===== src/rtl/aer_event_sender.sv =====
// Event FIFO feeding a 4-phase REQ/ACK AER link, with encoder back-pressure,
// link status and a wrapping count of completed handshakes.
module aer_event_sender #(
    parameter int FIFO_DEPTH = 4,
    parameter int ADDR_BITS  = 10,
    parameter int CNT_BITS   = 16
) (
    input  logic                 CLK,
    input  logic                 RSTN,
    input  logic [ADDR_BITS-1:0] NEXT_INDEX,
    input  logic                 FOUND_NEXT_INDEX,
    input  logic                 FLUSH,
    output logic                 AERIN_CTRL_BUSY,
    output logic [ADDR_BITS-1:0] AEROUT_ADDR,
    output logic                 AEROUT_REQ,
    input  logic                 AEROUT_ACK,
    output logic                 LINK_IDLE,
    output logic                 OVERFLOW,
    output logic [CNT_BITS-1:0]  EVENTS_SENT
);

    localparam int PTR_W = $clog2(FIFO_DEPTH);
    localparam logic [PTR_W:0] FULL_CNT = (PTR_W+1)'(FIFO_DEPTH);
    localparam logic [PTR_W:0] BUSY_CNT = (PTR_W+1)'(FIFO_DEPTH - 1);

    typedef enum logic [1:0] {
        S_IDLE,
        S_REQ,
        S_WAIT_ACK_LOW
    } state_t;

    state_t               state_q, state_d;
    logic [PTR_W-1:0]     wr_ptr_q, wr_ptr_d;
    logic [PTR_W-1:0]     rd_ptr_q, rd_ptr_d;
    logic [PTR_W:0]       count_q, count_d;
    logic [ADDR_BITS-1:0] addr_q, addr_d;
    logic                 req_q, req_d;
    logic                 ovf_q, ovf_d;
    logic [CNT_BITS-1:0]  sent_q, sent_d;
    logic                 ack_meta_q, ack_s_q;
    logic [ADDR_BITS-1:0] mem_q [FIFO_DEPTH];
    logic [ADDR_BITS-1:0] mem_d [FIFO_DEPTH];
    logic                 pop, push_ok, drop;

    always_comb begin
        state_d  = state_q;
        addr_d   = addr_q;
        req_d    = req_q;
        sent_d   = sent_q;
        wr_ptr_d = wr_ptr_q;
        rd_ptr_d = rd_ptr_q;
        count_d  = count_q;
        ovf_d    = ovf_q;
        pop      = 1'b0;

        case (state_q)
            S_IDLE: begin
                if (count_q != '0) begin
                    pop     = 1'b1;
                    addr_d  = mem_q[rd_ptr_q];
                    req_d   = 1'b1;
                    state_d = S_REQ;
                end
            end
            S_REQ: begin
                if (ack_s_q) begin
                    req_d   = 1'b0;
                    sent_d  = sent_q + CNT_BITS'(1);
                    state_d = S_WAIT_ACK_LOW;
                end
            end
            S_WAIT_ACK_LOW: begin
                if (!ack_s_q) state_d = S_IDLE;
            end
            default: state_d = S_IDLE;
        endcase

        // A pop in the same cycle frees the slot, so a push at full still lands.
        push_ok = FOUND_NEXT_INDEX && !FLUSH && ((count_q != FULL_CNT) || pop);
        drop    = FOUND_NEXT_INDEX && !FLUSH && (count_q == FULL_CNT) && !pop;

        if (FLUSH) begin
            wr_ptr_d = '0;
            rd_ptr_d = '0;
            count_d  = '0;
            ovf_d    = 1'b0;
        end else begin
            if (push_ok) wr_ptr_d = wr_ptr_q + PTR_W'(1);
            if (pop)     rd_ptr_d = rd_ptr_q + PTR_W'(1);
            if (push_ok && !pop)      count_d = count_q + (PTR_W+1)'(1);
            else if (pop && !push_ok) count_d = count_q - (PTR_W+1)'(1);
            if (drop) ovf_d = 1'b1;
        end
    end

    always_comb begin
        mem_d = mem_q;
        if (push_ok) mem_d[wr_ptr_q] = NEXT_INDEX;
    end

    // Storage carries data only and needs no reset.
    always_ff @(posedge CLK) begin
        mem_q <= mem_d;
    end

    always_ff @(posedge CLK or negedge RSTN) begin
        if (!RSTN) begin
            state_q    <= S_IDLE;
            wr_ptr_q   <= '0;
            rd_ptr_q   <= '0;
            count_q    <= '0;
            addr_q     <= '0;
            req_q      <= 1'b0;
            ovf_q      <= 1'b0;
            sent_q     <= '0;
            ack_meta_q <= 1'b0;
            ack_s_q    <= 1'b0;
        end else begin
            state_q    <= state_d;
            wr_ptr_q   <= wr_ptr_d;
            rd_ptr_q   <= rd_ptr_d;
            count_q    <= count_d;
            addr_q     <= addr_d;
            req_q      <= req_d;
            ovf_q      <= ovf_d;
            sent_q     <= sent_d;
            ack_meta_q <= AEROUT_ACK;
            ack_s_q    <= ack_meta_q;
        end
    end

    assign AERIN_CTRL_BUSY = (count_q >= BUSY_CNT);
    assign AEROUT_ADDR     = addr_q;
    assign AEROUT_REQ      = req_q;
    assign LINK_IDLE       = (count_q == '0) && (state_q == S_IDLE);
    assign OVERFLOW        = ovf_q;
    assign EVENTS_SENT     = sent_q;

endmodule


===== config.mk =====
export PLATFORM = sky130hd
export DESIGN_NAME = aer_event_sender
export DESIGN_NICKNAME = d
export VERILOG_FILES = /design/src/rtl/aer_event_sender.sv
export SDC_FILE = /design/constraint.sdc
export NUM_CORES = 1
export LEC_CHECK = 0
export ABC_AREA = 1
export CAP_MARGIN = 20
export CELL_PAD_IN_SITES_DETAIL_PLACEMENT = 1
export CELL_PAD_IN_SITES_GLOBAL_PLACEMENT = 2
export CORE_ASPECT_RATIO = 0.6
export CORE_MARGIN = 2
export CORE_UTILIZATION = 37
export DETAILED_ROUTE_END_ITERATION = 10
export PLACE_DENSITY = 0.88
export SYNTH_ARGS = -nofsm -noshare
export SYNTH_HDL_FRONTEND = slang
export SYNTH_SLANG_ARGS = --single-unit

===== constraint.sdc =====
create_clock -name CLK -period 5.05 [get_ports CLK]
set_input_delay 0.505 -clock CLK [delete_from_list [all_inputs] [get_ports CLK]]
set_output_delay 0.505 -clock CLK [all_outputs]
set_load 0.01 [all_outputs]

---- Word-level counts from Yosys, hierarchy flattened ----
Index checks and enable logic that the tools add are counted.
Widths: inputs -> output; s select.
operators by class
  add/subtract/negate cells ............... 5
  multiply operators ...................... 0
  div/mod/pow operators ................... 0
  $lt $le $gt $ge ......................... 4
  equality and inequality tests ........... 7
  shifts and indexed selects .............. 0
  multiplexer cells ....................... 24
  bitwise logic cells ..................... 2
  reductions and logical operators ........ 24
operators with widths
  operator               number
  $bwmux 40              1
  $mux 10                3
  $bmux 10 s2            1
  $demux 10 s2           1
  $add 16x1->16 const B  1
  $mux 2                 7
  $mux 3                 3
  $logic_and 1x1->1      8
  $reduce_bool 2->1      4
  $ge 3x3->1 const B     2
  $mux 1                 6
  $ne 2x2->1 const B     3
  $not 2->3              2
  $pmux 2 s3             1
  $reduce_and 3->1       2
  $reduce_bool 3->1      2
  $add 2x1->2 const B    2
  $reduce_and 2->1       2
  $add 3x1->3 const B    1
  $eq 3x3->1 const B     1
  $ge 3x2->1 const B     1
  $logic_not 1->1        3
  $logic_not 3->1        1
  $lt 3x1->1 const B     1
  7 further kinds        7
word-level totals
  bits in registers ....................... 79
  latch bits .............................. 0
  RAM bits ................................ 0
  bits in read-only memories .............. 0
  input port bits ......................... 15
  output and inout bits ................... 30
  logic and storage cells ................. 80
  memories kept ........................... 0

---- Logic depth before layout (Yosys ltp) ----
  depth in word-level cells ............... 10
  gate-level depth with buffers ........... 14
  mapped depth without buffers ............ 14

---- Worst setup path before layout ----
OpenSTA, ideal clock, no wires.
  kind .................................... in2reg
  from .................................... input FOUND_NEXT_INDEX
  to ...................................... register mem_q[0] (netlist name), enable pin
  library setup time ...................... 0.376 ns
  arrival time ............................ 1.410 ns
  required time ........................... 4.674 ns
  slack ................................... 3.263 ns
  cell stages on the path ................. 4
  path buffers ............................ 0
  cell sequence ........................... inv_1 > nor2_1 > nand2_1 > nor2_1
between the ends
  word-level cells in the longest chain between the ends .. 2
RTL lines
  what                            RTL line  text
  from (decl)                     11        input logic FOUND_NEXT_INDEX,
  $logic_and 1x1->1 (2 in a row)  79        push_ok = FOUND_NEXT_INDEX && !FLUSH && ((count_q != FULL_CNT) || pop);
  to (signal assigned)            103       mem_q <= mem_d;
  to (decl)                       41        logic [ADDR_BITS-1:0] mem_q [FIFO_DEPTH];
No other way between the ends.
A chain may end at the register's enable or synchronous reset.

---- Final worst setup path ----
  from .................................... input FLUSH
  to ...................................... register mem_q[10] (netlist name), enable pin
between the ends
  word-level cells in the longest chain between the ends .. 3
RTL lines
  what                            RTL line  text
  from (decl)                     12        input logic FLUSH,
  $logic_not 1->1                 79
  $logic_and 1x1->1 (2 in a row)  79
No other way between the ends.

==> results.md <==
* Synthesized area per cell at 10.0 sq um
* Top fanout value on the critical path at 10
* Number of buffers added for setup after CTS at 0
* Max-Cap Viols at 0
* Share of final-layout standard cells stronger than drive strength 1 at 7.29%
* Transition time of the tightest slew-check pin at 925 ps
* Starting density of the core at 37.9%
* Post-synthesis sequential element count at 79
* Growth of design area from synthesis to finish at 25.9%
* CTS root buffer: sky130_fd_sc_hd__clkbuf_16
* Detailed-router iteration count before antenna repair at 4
* Leading cell type in the layout, fill and taps excluded: sky130_fd_sc_hd__nor2_1
* Routability congestion estimate from global placement at 0.755
* Cell with the biggest individual delay on the critical path: sky130_fd_sc_hd__nor2_1
* Post-route setup TNS at 0 ps
* Total of endpoints with negative setup slack in the final report at 0
* Wire length reported by the detailed router at 8.03 mm
* Via count of the first global-routing pass at 2623
* Data required, critical path at 5010 ps
* Class of the tightest hold or removal check: input pin to async pin
* Ant. Diodes at 0
* Post-DP HPWL at 5.83 mm
* Chip Height at 79.0 um
* Area of the mapped netlist at 3470 sq um
* Reg clk slew, reported paths at 60 ps
* Category of the critical setup timing path: input pin to register
* Count of instances resized after the clock tree is built at 0
* Total gr overflow at 0
* Count of buffering cells on the critical path with inverters included at 1
* Count of final max-slew check failures at 0
* Mapped Cells at 346
* Drt via density at 4.73
* Min Clock Period, post-route at 2370 ps
* Ys Warns at 0
* Cell area reported after detailed placement at 4020 sq um
* Critical path capture point type: register
* Detailed router's first-iteration violation count at 147
* Final instance area at 4370 sq um
* Run status: complete, no violations
* Critical Path, Cell by Cell: clkdlybuf4s50_1, nor2_1, nand2_1, nor2_1
* Cell type with the highest occurrence count on the critical path: sky130_fd_sc_hd__nor2_1
* Hold-fix buffers, CTS at 0
* Upper clock frequency limit at 422 MHz
* Antenna violations before repair at 0
* Nets in the synthesized netlist at 367
* Total power divided by cell area at 520 nW/um^2
* H-tree depth reported by CTS at 3
* Peak per-stage delay on the critical path at 750 ps
* Max VDD drop at 0.243 mV
* Number of library cell types mapped by synthesis at 30
* Number of buffers inserted by port buffering at 44
* Final core utilization at 47.7%
* Total clock sinks at 79
* CTS Buf Count at 9
* Kind of start point of the critical path: input pin
* Clock Path Buffers at 2
* Worst hold slack after final layout at 310 ps
* RSZ-0062 raised after global routing: no
* Mean routed wirelength per cell at 15.2 um
* Number of placement rows at 27
* Final antenna-violating net count at 0
* TritonCTS clock tree: done
* Total core area at 9160 sq um
* Drt drc at 0
* Tot GR Track Use at 17.4%
* Global-route wire length before repair at 13.4 mm
* Total number of vias at 2499
* Sequential cell area fraction in the yosys report at 62.7%
* Clock insertion delay at the later pin of the skew report at 340 ps
* Period utilization at 46.9%
* Largest net degree at the start of global routing at 40
* Static leakage at 1.75 nW
* Worst slew margin relative to its limit at 38.1%
* Die area at 10200 sq um
* Post-Route Skew at 7.16 ps
* Die boundary width at 129 um
* Commonest cells after routing, fill and taps aside: sky130_fd_sc_hd__nor2_1 (76), sky130_fd_sc_hd__nand2_1 (63), sky130_fd_sc_hd__clkdlybuf4s50_1 (43), sky130_fd_sc_hd__edfxtp_1 (40), sky130_fd_sc_hd__dfrtp_1 (39)
* I/O pin total at 45
* Kind of cell adding the most delay to the critical path: simple AND/OR/NAND/NOR gates
* Total chip power at 2.27 mW
* Final nets at 414
* Data arrival at the endpoint of the critical path at 2330 ps
* Final Hold Viols at 0
[routing by layer]
metal | up-vias | wire length [um] | GRT usage (%)
met3 | 8 | 272 | 4.51
met1 | 1221 | 4100 | 24.1
li1 | 1235 | - | -
met4 | 0 | 97 | 5.54
met5 | - | 0 | 0
met2 | 35 | 3570 | 27.0
[metrics by stage]
step	std cells	worst slack, ps
finish	528	2680
global route	528	2450
CTS	528	2640
detailed placement	512	2310
global placement	512	2400
floorplan	346	3260
[path summary, 6_finish.rpt]
kind | start | end | slack [ps] | cells past startpoint
max | FLUSH | mem_q[10] | 2680 | 4
min | RSTN | AEROUT_ADDR[3] | 310 | 1
max reg2reg | state_q[0] | mem_q[10] | 2900 | 5
min reg2reg | ack_meta_q | ack_s_q | 370 | 0
max in group asynchronous | RSTN | EVENTS_SENT[3] | 4160 | 1
min in group CLK | ack_meta_q | ack_s_q | 370 | 0
[sequential cells by signal, summed over array words and instances, names as in the netlist, 2 cells and up]
signal and count:
mem_q 40, EVENTS_SENT 16, AEROUT_ADDR 10, count_q 3, rd_ptr_q 2, state_q 2
wr_ptr_q 2
[worst register-to-register path, stage by stage, from the launching register on]
cell and delay (ps):
sky130_fd_sc_hd__dfrtp_1 430, sky130_fd_sc_hd__nor2_1 170, sky130_fd_sc_hd__inv_1 140, sky130_fd_sc_hd__nand2_1 130, sky130_fd_sc_hd__nand2_1 150, sky130_fd_sc_hd__nor2_1 750
[cells in the mapped netlist, drive strengths merged]
library cell | number | area, sq um
nand4 | 5 | 37.5
dfrtp | 39 | 976
nand2 | 67 | 262
nor3 | 4 | 20.0
nor2 | 78 | 303
a31oi | 11 | 68.8
clkbuf | 3 | 11.3
nand3 | 13 | 87.6
nand3b | 3 | 22.5
inv | 29 | 109
buf | 5 | 33.8
xnor2 | 5 | 43.8
o21ai | 28 | 140
xor2 | 4 | 35.0
fa | 1 | 20.0
edfxtp | 40 | 1200
ha | 5 | 62.6
clkinv | 1 | 3.75
a21oi | 4 | 20.0
nor3b | 1 | 12.5
[cell families (layout without fill, tap and decap cells)]
group	after synthesis	after routing	share of synthesized area (%)
DFF	79	79	62.7
and+or+nand+nor	171	171	21.5
buffers and inverters	38	90	4.54
AOI/OAI and AO/OA	43	43	6.60
xor gates and xnor gates	9	9	2.27
adders and majority gates	6	6	2.38
[cell type report]
class	instances	area, sq um
Sequential cell	79	2180
Clock buffer	9	225
Multi-Input combinational cell	229	1130
Timing Repair Buffer	44	435
Fill cell	1037	4790
Tap cell	130	163
Inverter	30	113
Clock inverter	7	120
[where the power goes]
part           total, mW  switching (mW)  internal [mW]
registers          0.896           0.109          0.787
clock network      0.741           0.257          0.484
logic              0.632           0.370          0.262
total               2.27           0.736           1.53
Note: power is estimated with default switching activity, not from simulation.
